==> config.mk <==
export PLATFORM = sky130hd
export DESIGN_NAME = imm_gen_pipe
export DESIGN_NICKNAME = d
export VERILOG_FILES = /design/src/rtl/imm_pkg.sv /design/src/rtl/imm_decode.sv /design/src/rtl/imm_gen_pipe.sv
export SDC_FILE = /design/constraint.sdc
export NUM_CORES = 1
export LEC_CHECK = 0
export BUFFER_PORTS_ARGS = -buffer_cell sky130_fd_sc_hd__buf_4
export CAP_MARGIN = 20
export CORE_ASPECT_RATIO = 0.8
export CORE_MARGIN = 10
export CORE_UTILIZATION = 45
export CTS_CLUSTER_DIAMETER = 150
export CTS_CLUSTER_SIZE = 30
export DETAILED_ROUTE_END_ITERATION = 12
export GPL_ROUTABILITY_DRIVEN = 0
export HOLD_SLACK_MARGIN = 0.08
export PLACE_DENSITY = 0.67
export SKIP_CTS_REPAIR_TIMING = 1
export SYNTH_ARGS = -nofsm -noshare
export SYNTH_HDL_FRONTEND = slang
export SYNTH_HIERARCHICAL = 1
export SYNTH_SLANG_ARGS = --single-unit
==> constraint.sdc <==
create_clock -name clk -period 6.08 [get_ports clk]
set_clock_uncertainty 0.2 [all_clocks]
set_input_delay 0.304 -clock clk [delete_from_list [all_inputs] [get_ports clk]]
set_output_delay 0.304 -clock clk [all_outputs]
set_load 0.1 [all_outputs]
==> src/rtl/imm_pkg.sv <==
// Shared definitions for the immediate generator: format-select encoding.
// Codes 000-011 keep the legacy 2-bit ImmSrc values; 110/111 are reserved.
package imm_pkg;

  typedef enum logic [2:0] {
    IMM_I = 3'b000,
    IMM_S = 3'b001,
    IMM_B = 3'b010,
    IMM_J = 3'b011,
    IMM_U = 3'b100,
    IMM_Z = 3'b101
  } imm_src_e;

endpackage

==> src/rtl/imm_decode.sv <==
// Combinational immediate decode: format mux plus sign/zero extension to WIDTH.
// The Z (CSR) format exists only when IMM_GEN_CSR_EN is defined; otherwise code 101 is reserved.
module imm_decode
  import imm_pkg::*;
#(
  parameter int WIDTH = 32
) (
  input  logic [24:0]      instr,
  input  logic [2:0]       imm_src,
  output logic [WIDTH-1:0] imm,
  output logic             illegal
);

  // 32-bit signed forms; the WIDTH cast below extends them from Instr[31].
  logic signed [31:0] w_i;
  logic signed [31:0] w_s;
  logic signed [31:0] w_b;
  logic signed [31:0] w_j;
  logic signed [31:0] w_u;

  assign w_i = {{20{instr[24]}}, instr[24:13]};
  assign w_s = {{20{instr[24]}}, instr[24:18], instr[4:0]};
  assign w_b = {{20{instr[24]}}, instr[0], instr[23:18], instr[4:1], 1'b0};
  assign w_j = {{12{instr[24]}}, instr[12:5], instr[13], instr[23:14], 1'b0};
  assign w_u = {instr[24:5], 12'b0};

  always_comb begin
    imm     = '0;
    illegal = 1'b0;
    case (imm_src_e'(imm_src))
      IMM_I:   imm = WIDTH'(w_i);
      IMM_S:   imm = WIDTH'(w_s);
      IMM_B:   imm = WIDTH'(w_b);
      IMM_J:   imm = WIDTH'(w_j);
      IMM_U:   imm = WIDTH'(w_u);
`ifdef IMM_GEN_CSR_EN
      IMM_Z:   imm = WIDTH'(instr[12:8]);
`endif
      default: illegal = 1'b1;
    endcase
  end

endmodule

==> src/rtl/imm_gen_pipe.sv <==
// Registered immediate generator, 1-cycle latency, 1 beat/cycle; a 2-entry skid keeps in_ready a flop.
// Build option IMM_GEN_CSR_EN enables the Z (CSR) format on code 101.
module imm_gen_pipe
  import imm_pkg::*;
#(
  parameter int WIDTH = 32,
  parameter int TAG_W = 5
) (
  input  logic             clk,
  input  logic             rst,
  input  logic             flush,
  input  logic             in_valid,
  output logic             in_ready,
  input  logic [24:0]      instr,
  input  logic [2:0]       imm_src,
  input  logic [TAG_W-1:0] in_tag,
  output logic             out_valid,
  input  logic             out_ready,
  output logic [WIDTH-1:0] imm_ext,
  output logic [TAG_W-1:0] out_tag,
  output logic             out_illegal
);

  typedef struct packed {
    logic [WIDTH-1:0] imm;
    logic [TAG_W-1:0] tag;
    logic             illegal;
  } payload_t;

  logic [WIDTH-1:0] w_dec_imm;
  logic             w_dec_illegal;
  payload_t         w_in_beat;
  payload_t         r_main;
  payload_t         r_skid;
  logic             r_main_vld;
  logic             r_skid_vld;

  logic w_in_xfer;
  logic w_main_open;
  logic w_main_ld_in;
  logic w_main_ld_skid;
  logic w_skid_ld;
  logic w_main_vld_nxt;
  logic w_skid_vld_nxt;

  imm_decode #(.WIDTH(WIDTH)) u_decode (
    .instr   (instr),
    .imm_src (imm_src),
    .imm     (w_dec_imm),
    .illegal (w_dec_illegal)
  );

  assign w_in_beat = {w_dec_imm, in_tag, w_dec_illegal};

  assign in_ready    = ~r_skid_vld;
  assign w_in_xfer   = in_valid & in_ready;
  assign w_main_open = ~r_main_vld | out_ready;

  // Skid can only be full while main is full, so in_ready=0 whenever skid refills main.
  always_comb begin
    w_main_ld_in   = 1'b0;
    w_main_ld_skid = 1'b0;
    w_skid_ld      = 1'b0;
    w_main_vld_nxt = r_main_vld;
    w_skid_vld_nxt = r_skid_vld;
    if (flush) begin
      w_main_vld_nxt = 1'b0;
      w_skid_vld_nxt = 1'b0;
    end else if (w_main_open) begin
      if (r_skid_vld) begin
        w_main_ld_skid = 1'b1;
        w_main_vld_nxt = 1'b1;
        w_skid_vld_nxt = 1'b0;
      end else begin
        w_main_ld_in   = w_in_xfer;
        w_main_vld_nxt = w_in_xfer;
      end
    end else if (w_in_xfer) begin
      w_skid_ld      = 1'b1;
      w_skid_vld_nxt = 1'b1;
    end
  end

  always_ff @(posedge clk or posedge rst) begin
    if (rst) begin
      r_main_vld <= 1'b0;
      r_skid_vld <= 1'b0;
      r_main     <= '0;
      r_skid     <= '0;
    end else begin
      r_main_vld <= w_main_vld_nxt;
      r_skid_vld <= w_skid_vld_nxt;
      if (w_main_ld_skid) begin
        r_main <= r_skid;
      end else if (w_main_ld_in) begin
        r_main <= w_in_beat;
      end
      if (w_skid_ld) begin
        r_skid <= w_in_beat;
      end
    end
  end

  assign out_valid   = r_main_vld;
  assign imm_ext     = r_main.imm;
  assign out_tag     = r_main.tag;
  assign out_illegal = r_main.illegal;

endmodule

==> results of run 1 <==
[synth_stat cells (2+ instances only)]
master,number,area (µm²)
sky130_fd_sc_hd__a21oi_1,17,85.08
sky130_fd_sc_hd__nor3_1,2,10.01
sky130_fd_sc_hd__mux2i_1,6,60.06
sky130_fd_sc_hd__o2bb2ai_1,15,131.4
sky130_fd_sc_hd__mux2_2,18,202.7
sky130_fd_sc_hd__o22ai_1,8,50.05
sky130_fd_sc_hd__a21o_1,10,75.07
sky130_fd_sc_hd__buf_2,18,90.09
sky130_fd_sc_hd__buf_6,3,33.78
sky130_fd_sc_hd__a32o_1,22,220.2
sky130_fd_sc_hd__a22oi_1,15,112.6
sky130_fd_sc_hd__and2_1,2,12.51
sky130_fd_sc_hd__nor2_1,7,26.28
sky130_fd_sc_hd__a221o_1,23,230.2
sky130_fd_sc_hd__mux2_4,20,300.3
sky130_fd_sc_hd__nor2b_1,35,219.0
sky130_fd_sc_hd__clkbuf_1,12,45.04
sky130_fd_sc_hd__inv_2,2,7.510
sky130_fd_sc_hd__dfrtp_1,78,1952
[critical path, cell delays in order, from the launching register on]
cell                       delay (ns)
sky130_fd_sc_hd__dfrtp_1         0.41
sky130_fd_sc_hd__nand2b_1        0.82
sky130_fd_sc_hd__nand2_1         0.72
sky130_fd_sc_hd__buf_4           0.43
sky130_fd_sc_hd__a221o_1         0.38
[power breakdown]
| part | internal, W | switching, W | leakage [nW] |
|---|---|---|---|
| Clock | 0.000196 | 0.000186 | 0.0980 |
| Combinational | 0.000222 | 0.000523 | 1.21 |
| Sequential | 0.000627 | 0.0000784 | 0.983 |
| Total | 0.00105 | 0.000787 | 2.29 |
[stage by stage]
stage / setup slack (ns) / hold slack, ns
after floorplan: 3.581 / 0.1671
after global placement: 3.036 / 0.2781
after detailed placement: 2.980 / 0.2768
after CTS: 2.979 / -0.01839
after global routing: 2.891 / 0.1227
final: 2.973 / 0.07433
[cells in the final DEF (no fill, tap or decap), drive strengths merged, types with 7 or more instances in the layout]
master   count
o2bb2ai     15
a21oi       17
a32o        22
a21o        10
buf         85
o22ai        8
clkbuf      10
dfrtp       78
nor2         7
a22oi       15
mux2        38
a221o       23
nor2b       35
[sequential cells by signal (all words and copies together), names as in the netlist]
register and cells:
r_skid_vld 1, out_valid 1, out_illegal 1, r_skid 38, imm_ext 32, out_tag 5
[layout make-up]
cell class	count	area (µm²)
repair buffers	91	698.2
multi-input cells	211	1836
clock inverters	4	48.80
well taps	112	140.1
clock buffers	10	137.6
fillers	754	3734
inverters	3	12.51
flip-flops and latches	78	1952
[routing by layer]
metal,vias up,part of all wire
met3,9,0.064
met1,1568,0.49
met5,-,0
met4,0,0.0048
li1,1391,-
met2,111,0.44
[kinds of logic (layout without fill, tap and decap cells)]
kind of cell           after synthesis  after routing  synth area share
AO/OA/AOI/OAI                      113            113            0.2340
XOR/XNOR                             1              1          0.004089
buffers and inverters               38            108           0.04811
flip-flops                          78             78            0.4906
multiplexers                        44             44            0.1415
AND/OR/NAND/NOR                     53             53           0.08177
[worst max-delay path by stage]
stage | start | endpoint | slack [ns] | cells past startpoint
floorplan | rst | imm_ext[0] | 3.58 | 1
global placement | out_ready | imm_ext[18] | 3.04 | 5
detailed placement | out_ready | imm_ext[31] | 2.98 | 5
CTS | out_valid | imm_ext[20] | 2.98 | 4
global route | out_valid | imm_ext[14] | 2.89 | 4
finish | out_valid | imm_ext[14] | 2.97 | 4
==> load_flow_metrics.sql, run 1 <==
INSERT INTO impl_metrics (metric_group, metric, value, unit) VALUES
('critical_path', 'cp_max_fo', '26', ''),
('logic_synthesis', 'syn-mean-instance-area', '12.17', 'µm²'),
('logic_synthesis', 'netlist_area', '3979', 'µm²'),
('drt', 'drt.antenna.violating_nets', '0', ''),
('clock_tree', 'clock_tree.buffer_depth', '2', ''),
('grt', 'met2_usage', '0.2416', ''),
('timing', 'rsz_0062_raised_after_global_routing', 'false', ''),
('clock_tree', 'tritoncts', 'yes', ''),
('logic_synthesis', 'synth_cells', '327', ''),
('layout', 'drive_above_1_share', '0.3627', ''),
('grt', 'grtUsageMet1', '0.2298', ''),
('power_and_ir_drop', 'fin_total_pwr', '0.001832', 'W'),
('floorplan', 'placementRows', '30', ''),
('timing', 'final.min_clock_period', '3.107', 'ns'),
('power_and_ir_drop', 'cellLeakagePower', '2.295', 'nW'),
('critical_path', 'rr_startpoint', 'out_valid', ''),
('grt', 'grt_pass1_wl', '17.83', 'mm'),
('critical_path', 'setup.reg_to_reg.worst_slack', '2.97', 'ns'),
('layout', 'nets', '432', ''),
('drt', 'routed-via-count', '3079', ''),
('critical_path', 'rr_worst_depth', '4', ''),
('logic_synthesis', 'ys_warn_count', '6', ''),
('flow_run', 'max_cap_viols', '0', ''),
('grt', 'grtUsageMet3', '0.05196', ''),
('clock_tree', 'cts-buffers-inserted', '9', ''),
('layout', 'post-route-cell-area', '4825', 'µm²'),
('power_and_ir_drop', 'ir_worst_vdd', '0.2083', 'mV'),
('timing', 'fin_setup_tns', '0', 'ns'),
('outcome', 'run_status', 'complete, no violations', ''),
('grt', 'antenna_found_initial', '0', ''),
('layout', 'final_cells', '509', ''),
('critical_path', 'worst_ep_required_time', '6.10', 'ns'),
('critical_path', 'crit_path_end_kind', 'register', ''),
('layout', 'final_core_area_utilization', '0.5637', ''),
('floorplan', 'initial_core_util', '0.4649', ''),
('grt', 'grt_pass1_vias', '3221', ''),
('drt', 'routed_via_density', '6.049', ''),
('drt', 'drc', '0', ''),
('logic_synthesis', 'synth_edf_count', '0', ''),
('logic_synthesis', 'post_synth_num_cell_types', '33', ''),
('critical_path', 'cp-start-kind', 'register', ''),
('layout', 'syn2layout_area_growth', '21.26', '%'),
('logic_synthesis', 'synth-seq-cells', '78', ''),
('floorplan', 'die_area', '13030', 'µm²'),
('grt', 'grt_start_max_net_pins', '79', ''),
('floorplan', 'coreArea', '8558', 'µm²'),
('clock_tree', 'insertion_delay', '0.35', 'ns'),
('drt', 'drtPass1Iterations', '4', ''),
('timing', 'tightestPinTransition', '1.161', 'ns'),
('drt', 'detail_route.wl_per_cell', '21.79', 'µm'),
('logic_synthesis', 'yosysSeqAreaShare', '0.4906', ''),
('timing', 'report.final.hold_viol_count', '0', ''),
('min_path', 'hold_class', 'primary input to async pin', ''),
('critical_path', 'timing.rr.end', 'imm_ext[14]', ''),
('grt', 'top_usage_layer', 'met2', ''),
('layout', 'diodes', '0', ''),
('timing', 'maxSlewHeadroom', '0.2262', ''),
('logic_synthesis', 'synth_ff_type', 'sky130_fd_sc_hd__dfrtp_1', ''),
('grt', 'total_routing_usage_gr', '0.1633', ''),
('placed_design', 'place.port_buffers', '77', ''),
('clock_tree', 'root_buffer', 'sky130_fd_sc_hd__clkbuf_8', ''),
('placed_design', 'placedCellCount', '489', ''),
('floorplan', 'die-height', '104.1', 'µm'),
('placed_design', 'detailed_place.area', '4578', 'µm²'),
('power_and_ir_drop', 'power-per-cell-area', '379.7', 'nW/µm²'),
('timing', 'final_max_slew_viol_count', '0', ''),
('critical_path', 'cp_data_arrival_time', '3.13', 'ns'),
('placed_design', 'place_hpwl', '7.259', 'mm'),
('timing', 'fmax', '0.3218', 'GHz'),
('critical_path', 'critPathKind', 'register to register', ''),
('timing', 'finalSetupViolations', '0', ''),
('clock_tree', 'clkSlewWorstSetupHoldPaths', '0.09', 'ns'),
('clock_tree', 'numClockSinks', '78', ''),
('logic_synthesis', 'ffs_w_async_s_r_synth', '1.000', ''),
('drt', 'postRouteWirelength', '11.09', 'mm'),
('logic_synthesis', 'synth_fp_nets', '365', ''),
('timing', 'min_period_over_period', '0.5110', ''),
('drt', 'drt-initial-drc-count', '251', ''),
('floorplan', 'die_span_x', '125.1', 'µm'),
('clock_tree', 'htreeDepth', '3', ''),
('grt', 'grt_overflow_total', '0', ''),
('floorplan', 'io_pins', '78', '');
Note: power is estimated with default switching activity, not from simulation.
==> run 2: changes to the inputs <==
clock period = 3 ns   (was 6.08 ns; I/O delays follow)
==> run 2 against run 1 <==
  * Die area unchanged
  * Sequential share of layout area shrank 1.5 points
  * Wire length decreased by 2.2%
  * Cell count increased by 3.3%
  * Combinational power rose by 100%
  * Clock-buffer cell count is the same
  * Critical path type unchanged
  * Largest cell class unchanged
  * Largest power group unchanged
==> load_flow_metrics.sql, run 2 (synthesis results as in run 1) <==
INSERT INTO impl_metrics (metric_group, metric, value, unit) VALUES
('critical_path', 'cp-start-kind', 'register', ''),
('floorplan', 'placementRows', '30', ''),
('timing', 'final_max_slew_viol_count', '0', ''),
('min_path', 'hold_class', 'primary input to register', ''),
('timing', 'fmax', '0.4461', 'GHz'),
('critical_path', 'cp_data_arrival_time', '2.27', 'ns'),
('floorplan', 'coreArea', '8558', 'µm²'),
('layout', 'most-common-layout-cells', 'sky130_fd_sc_hd__buf_4 (87), sky130_fd_sc_hd__dfrtp_1 (78), sky130_fd_sc_hd__nor2b_1 (35), sky130_fd_sc_hd__a221o_1 (23), sky130_fd_sc_hd__a32o_1 (22)', ''),
('critical_path', 'timing.rr.end', 'imm_ext[1]', ''),
('drt', 'routed_via_density', '6.006', ''),
('clock_tree', 'numClockSinks', '78', ''),
('drt', 'postRouteWirelength', '10.85', 'mm'),
('critical_path', 'critPathKind', 'register to register', ''),
('flow_run', 'max_cap_viols', '0', ''),
('clock_tree', 'tritoncts', 'yes', ''),
('min_path', 'min_from', 'instr[2]', ''),
('drt', 'drtPass1Iterations', '4', ''),
('power_and_ir_drop', 'combinationalPowerShare', '0.397', ''),
('clock_tree', 'insertion_delay', '0.34', 'ns'),
('min_path', 'whs_path_depth', '4', ''),
('grt', 'grt_overflow_total', '0', ''),
('power_and_ir_drop', 'cellLeakagePower', '2.376', 'nW'),
('timing', 'rsz_0062_raised_after_global_routing', 'false', ''),
('layout', 'largest_register', 'r_skid', ''),
('grt', 'grt_pass1_vias', '3241', ''),
('critical_path', 'cp_max_fo', '40', ''),
('min_path', 'capture_endpoint_of_the_worst_hold_path', 'r_skid[8]', ''),
('power_and_ir_drop', 'reg_power_frac', '0.373', ''),
('clock_tree', 'htreeDepth', '3', ''),
('critical_path', 'critical_path.startpoint', 'r_skid_vld', ''),
('critical_path', 'rr_startpoint', 'r_skid_vld', ''),
('grt', 'grt_start_max_net_pins', '54', ''),
('timing', 'report.final.hold_viol_count', '0', ''),
('layout', 'diodes', '0', ''),
('layout', 'drive_above_1_share', '0.3599', ''),
('layout', 'commonest_non_fill_non_tap_cell_in_the_layout', 'sky130_fd_sc_hd__buf_4', ''),
('power_and_ir_drop', 'power-per-cell-area', '761.8', 'nW/µm²'),
('drt', 'detail_route.wl_per_cell', '20.62', 'µm'),
('floorplan', 'io_pins', '78', ''),
('placed_design', 'detailed_place.area', '4613', 'µm²'),
('floorplan', 'die_area', '13030', 'µm²'),
('timing', 'finalSetupViolations', '0', ''),
('layout', 'nets', '447', ''),
('timing', 'fin_setup_tns', '0', 'ns'),
('floorplan', 'initial_core_util', '0.4649', ''),
('critical_path', 'worst_ep_required_time', '3.02', 'ns'),
('clock_tree', 'cts-buffers-inserted', '9', ''),
('power_and_ir_drop', 'internal_power', '0.002222', 'W'),
('placed_design', 'place_hpwl', '7.367', 'mm'),
('clock_tree', 'clock_tree.buffer_depth', '2', ''),
('layout', 'post-route-cell-area', '5016', 'µm²'),
('power_and_ir_drop', 'fin_total_pwr', '0.003821', 'W'),
('critical_path', 'setup.reg_to_reg.worst_slack', '0.76', 'ns'),
('floorplan', 'die-height', '104.1', 'µm'),
('power_and_ir_drop', 'net_switching_component_of_the_power', '0.001599', 'W'),
('floorplan', 'die_span_x', '125.1', 'µm'),
('critical_path', 'crit_path_end_kind', 'register', ''),
('power_and_ir_drop', 'clockPowerShare', '0.229', ''),
('layout', 'filler_cell_count', '715', ''),
('critical_path', 'rr_worst_depth', '5', ''),
('timing', 'min_period_over_period', '0.7472', ''),
('drt', 'routed-via-count', '3159', ''),
('placed_design', 'place.port_buffers', '77', ''),
('grt', 'grt_pass1_wl', '17.48', 'mm'),
('power_and_ir_drop', 'power.share.switching', '0.4185', ''),
('grt', 'total_routing_usage_gr', '0.1604', ''),
('layout', 'max_ffs_per_register', '38', ''),
('drt', 'drt.antenna.violating_nets', '0', ''),
('timing', 'maxSlewHeadroom', '0.3404', ''),
('grt', 'antenna_found_initial', '0', ''),
('drt', 'drt-initial-drc-count', '203', ''),
('power_and_ir_drop', 'ir_worst_vdd', '0.4219', 'mV'),
('drt', 'drc', '0', ''),
('timing', 'tightestPinTransition', '0.9871', 'ns'),
('clock_tree', 'clkSlewWorstSetupHoldPaths', '0.08', 'ns'),
('timing', 'final.min_clock_period', '2.242', 'ns'),
('clock_tree', 'root_buffer', 'sky130_fd_sc_hd__clkbuf_8', ''),
('outcome', 'run_status', 'complete, no violations', ''),
('layout', 'syn2layout_area_growth', '26.07', '%');
[run 2: worst max path at each step]
stage	endpoint	slack, ns	depth (start not counted)
3_3_place_gp	imm_ext[0]	0.82	5
6_report	imm_ext[1]	0.76	5
4_1_cts	imm_ext[1]	0.76	5
5_1_grt	imm_ext[8]	0.64	5
3_5_place_dp	imm_ext[7]	0.78	5
2_1_floorplan	imm_ext[0]	0.65	1
[run 2: layout make-up]
cell class | count | area [µm²] | share of cell area
Tap cell | 112 | 140.1 | 0.02794
Timing Repair Buffer | 106 | 853.3 | 0.1701
Inverter | 3 | 12.51 | 0.002494
Multi-Input combinational cell | 211 | 1836 | 0.3659
Clock inverter | 6 | 85.08 | 0.01696
Clock buffer | 10 | 137.6 | 0.02744
Sequential cell | 78 | 1952 | 0.3891
[run 2: per-layer routing]
metal | wire, µm | track usage | part of all wire | vias up
met5 | 0 | 0 | 0 | -
met4 | 99 | 0.03120 | 0.0091 | 0
met3 | 786 | 0.06164 | 0.072 | 8
met2 | 4837 | 0.2338 | 0.45 | 128
met1 | 5123 | 0.2204 | 0.47 | 1599
li1 | - | - | - | 1424
[run 2: power groups by stage]
stage / sequential (W) / combinational, W / clock, W
floorplan: 0.00217 / 0.000420 / 0
global placement: 0.00143 / 0.00149 / 0
detailed placement: 0.00144 / 0.00151 / 0
CTS: 0.00142 / 0.00151 / 0.000895
global route: 0.00145 / 0.00159 / 0.000948
finish: 0.00143 / 0.00152 / 0.000875
[run 2: through the flow]
step / setup WS [ns] / hold WS (ns) / instances / util
6_report: 0.7583 / 0.07536 / 526 / 0.5861
5_1_grt: 0.6424 / 0.08585 / 526 / 0.5861
4_1_cts: 0.7637 / -0.1980 / 508 / 0.5651
3_5_place_dp: 0.7782 / 0.1846 / 492 / 0.5390
3_3_place_gp: 0.8207 / 0.1727 / 492 / 0.5390
2_1_floorplan: 0.6550 / 0.01314 / 327 / -
[run 2: critical path, cell delays in order (launching register included)]
cell                        delay [ns]
sky130_fd_sc_hd__dfrtp_1          0.35
sky130_fd_sc_hd__buf_4            0.40
sky130_fd_sc_hd__nor2_1           0.10
sky130_fd_sc_hd__buf_4            0.24
sky130_fd_sc_hd__or3_1            0.59
sky130_fd_sc_hd__o2bb2ai_1        0.22
==> run 3: changes to the inputs <==
clock period = 2.21 ns   (was 3 ns; I/O delays follow)
==> run 3 against run 2 <==
  * Wire length increased by 4.5%
  * Global-route usage increased by 0.67 points
  * Total power increased by 33%
  * Sequential share of layout area decreased by 0.51 points
  * Combinational power increased by 37%
  * Core utilization increased by 0.82 points
  * Critical path type is now primary input to register
  * Critical endpoint is now imm_ext[26]
==> load_flow_metrics.sql, run 3 (synthesis results as in run 1) <==
INSERT INTO impl_metrics (metric_group, metric, value, unit) VALUES
('flow_run', 'max_cap_viols', '0', ''),
('layout', 'largest_register', 'r_skid', ''),
('timing', 'final.min_clock_period', '2.047', 'ns'),
('power_and_ir_drop', 'cellLeakagePower', '2.402', 'nW'),
('drt', 'routed-via-count', '3110', ''),
('clock_tree', 'root_buffer', 'sky130_fd_sc_hd__clkbuf_8', ''),
('power_and_ir_drop', 'ir_worst_vdd', '0.6322', 'mV'),
('drt', 'drc', '0', ''),
('floorplan', 'die_span_x', '125.1', 'µm'),
('critical_path', 'cp-start-kind', 'primary input', ''),
('power_and_ir_drop', 'net_switching_component_of_the_power', '0.002189', 'W'),
('layout', 'commonest_non_fill_non_tap_cell_in_the_layout', 'sky130_fd_sc_hd__buf_4', ''),
('grt', 'grt_start_max_net_pins', '41', ''),
('clock_tree', 'insertion_delay', '0.35', 'ns'),
('critical_path', 'critPathKind', 'primary input to register', ''),
('clock_tree', 'tritoncts', 'yes', ''),
('timing', 'maxSlewHeadroom', '0.6260', ''),
('grt', 'grt_pass1_vias', '3221', ''),
('layout', 'post-route-cell-area', '5086', 'µm²'),
('critical_path', 'delay_of_the_slowest_critical_path_stage', '0.54', 'ns'),
('grt', 'top_usage_layer', 'met2', ''),
('critical_path', 'critical_path.cell_chain', 'dlygate4sd3_1, buf_4, nor2b_1, buf_4, a31o_2, nor2b_1, a32o_1, a221o_1', ''),
('clock_tree', 'numClockSinks', '78', ''),
('floorplan', 'coreArea', '8558', 'µm²'),
('power_and_ir_drop', 'power.share.switching', '0.4319', ''),
('critical_path', 'cp_data_arrival_time', '2.09', 'ns'),
('floorplan', 'die-height', '104.1', 'µm'),
('clock_tree', 'clock_tree.buffer_depth', '2', ''),
('timing', 'fmax', '0.4885', 'GHz'),
('layout', 'multi_input_comb_area', '1836', 'µm²'),
('floorplan', 'die_area', '13030', 'µm²'),
('timing', 'finalSetupViolations', '0', ''),
('layout', 'filler_cell_count', '690', ''),
('grt', 'grtUsageMet1', '0.2286', ''),
('timing', 'hold_slack', '0.06816', 'ns'),
('layout', 'drive_above_1_share', '0.3634', ''),
('clock_tree', 'clkSlewWorstSetupHoldPaths', '0.08', 'ns'),
('grt', 'total_routing_usage_gr', '0.1671', ''),
('grt', 'grtUsageMet3', '0.04687', ''),
('power_and_ir_drop', 'combinationalPowerShare', '0.411', ''),
('grt', 'grt_pass1_wl', '18.02', 'mm'),
('grt', 'grt_overflow_total', '0', ''),
('power_and_ir_drop', 'fin_total_pwr', '0.005069', 'W'),
('timing', 'tightestPinTransition', '0.5610', 'ns'),
('drt', 'drt-initial-drc-count', '269', ''),
('drt', 'drt.antenna.violating_nets', '0', ''),
('floorplan', 'io_pins', '78', ''),
('power_and_ir_drop', 'clockPowerShare', '0.209', ''),
('placed_design', 'detailed_place.area', '4677', 'µm²'),
('placed_design', 'place.port_buffers', '77', ''),
('timing', 'fin_setup_tns', '0', 'ns'),
('drt', 'detail_route.wl_per_cell', '21.26', 'µm'),
('outcome', 'run_status', 'complete, no violations', ''),
('grt', 'met2_usage', '0.2517', ''),
('min_path', 'hold_class', 'primary input to register', ''),
('critical_path', 'crit_path_end_kind', 'register', ''),
('drt', 'postRouteWirelength', '11.33', 'mm'),
('placed_design', 'place_hpwl', '7.507', 'mm'),
('drt', 'drtPass1Iterations', '4', ''),
('power_and_ir_drop', 'internal_power', '0.002880', 'W'),
('floorplan', 'initial_core_util', '0.4649', ''),
('critical_path', 'cp_max_fo', '11', ''),
('layout', 'max_ffs_per_register', '38', ''),
('grt', 'antenna_found_initial', '0', ''),
('critical_path', 'slowest_stage', 'sky130_fd_sc_hd__dlygate4sd3_1', ''),
('layout', 'nets', '454', ''),
('timing', 'report.final.hold_viol_count', '0', ''),
('timing', 'final_max_slew_viol_count', '0', ''),
('critical_path', 'rr_worst_depth', '4', ''),
('layout', 'regArea', '1953', 'µm²'),
('power_and_ir_drop', 'reg_power_frac', '0.380', ''),
('layout', 'syn2layout_area_growth', '27.83', '%'),
('power_and_ir_drop', 'power-per-cell-area', '996.6', 'nW/µm²'),
('critical_path', 'worst_ep_required_time', '2.25', 'ns'),
('layout', 'most-common-layout-cells', 'sky130_fd_sc_hd__buf_4 (87), sky130_fd_sc_hd__dfrtp_1 (77), sky130_fd_sc_hd__nor2b_1 (35), sky130_fd_sc_hd__a221o_1 (23)', ''),
('drt', 'routed_via_density', '5.835', ''),
('clock_tree', 'htreeDepth', '3', ''),
('floorplan', 'placementRows', '30', ''),
('timing', 'rsz_0062_raised_after_global_routing', 'false', ''),
('layout', 'diodes', '0', ''),
('timing', 'min_period_over_period', '0.9263', ''),
('clock_tree', 'cts-buffers-inserted', '9', ''),
('min_path', 'whs_path_depth', '4', '');
## run 3: area by class of cell
| cell class | count | area share |
|---|---|---|
| tap | 112 | 0.02755 |
| inverter | 3 | 0.002952 |
| clock inverter | 7 | 0.01279 |
| multi-input combinational | 211 | 0.3609 |
| timing repair buffer | 113 | 0.1875 |
| clock buffer | 9 | 0.02435 |
| sequential | 78 | 0.3840 |
## run 3: per-layer routing
layer	routed length (µm)	vias up
li1	-	1435
met1	5405	1589
met2	5284	78
met3	565	8
met4	78	0
met5	0	-
## run 3: final timing paths
| check | slack, ns | to | start |
|---|---|---|---|
| max in group asynchronous | 1.01 | imm_ext[11] | rst |
| worst min-delay path | 0.07 | r_skid[20] | instr[7] |
| min in group asynchronous | 0.17 | r_skid[7] | rst |
| worst min register to register | 0.30 | imm_ext[6] | imm_ext[6] |
| worst max-delay path | 0.16 | imm_ext[26] | instr[24] |
| worst max register to register | 0.34 | imm_ext[10] | r_skid_vld |
## run 3: power groups by stage
stage               registers, W  logic [W]  clock network [W]
global route             0.00196    0.00217            0.00115
CTS                      0.00192    0.00206            0.00109
global placement         0.00194    0.00204                  0
detailed placement       0.00195    0.00206                  0
floorplan                0.00294   0.000571                  0
finish                   0.00192    0.00208            0.00106
## run 3: worst max-delay path, delay by kind of cell
kind	cells	cell delay [ns]
AND/OR/NAND/NOR	2	0.34
AO/OA/AOI/OAI	3	0.73
buffers and inverters	3	0.90
## run 3: per-stage QoR
stage	util	std cells	setup slack (ns)
5_1_grt	0.5943	533	0.08742
3_5_place_dp	0.5465	495	0.2803
4_1_cts	0.5686	511	0.3385
2_1_floorplan	-	327	0.2345
6_report	0.5943	533	0.1629
3_3_place_gp	0.5465	495	0.3367
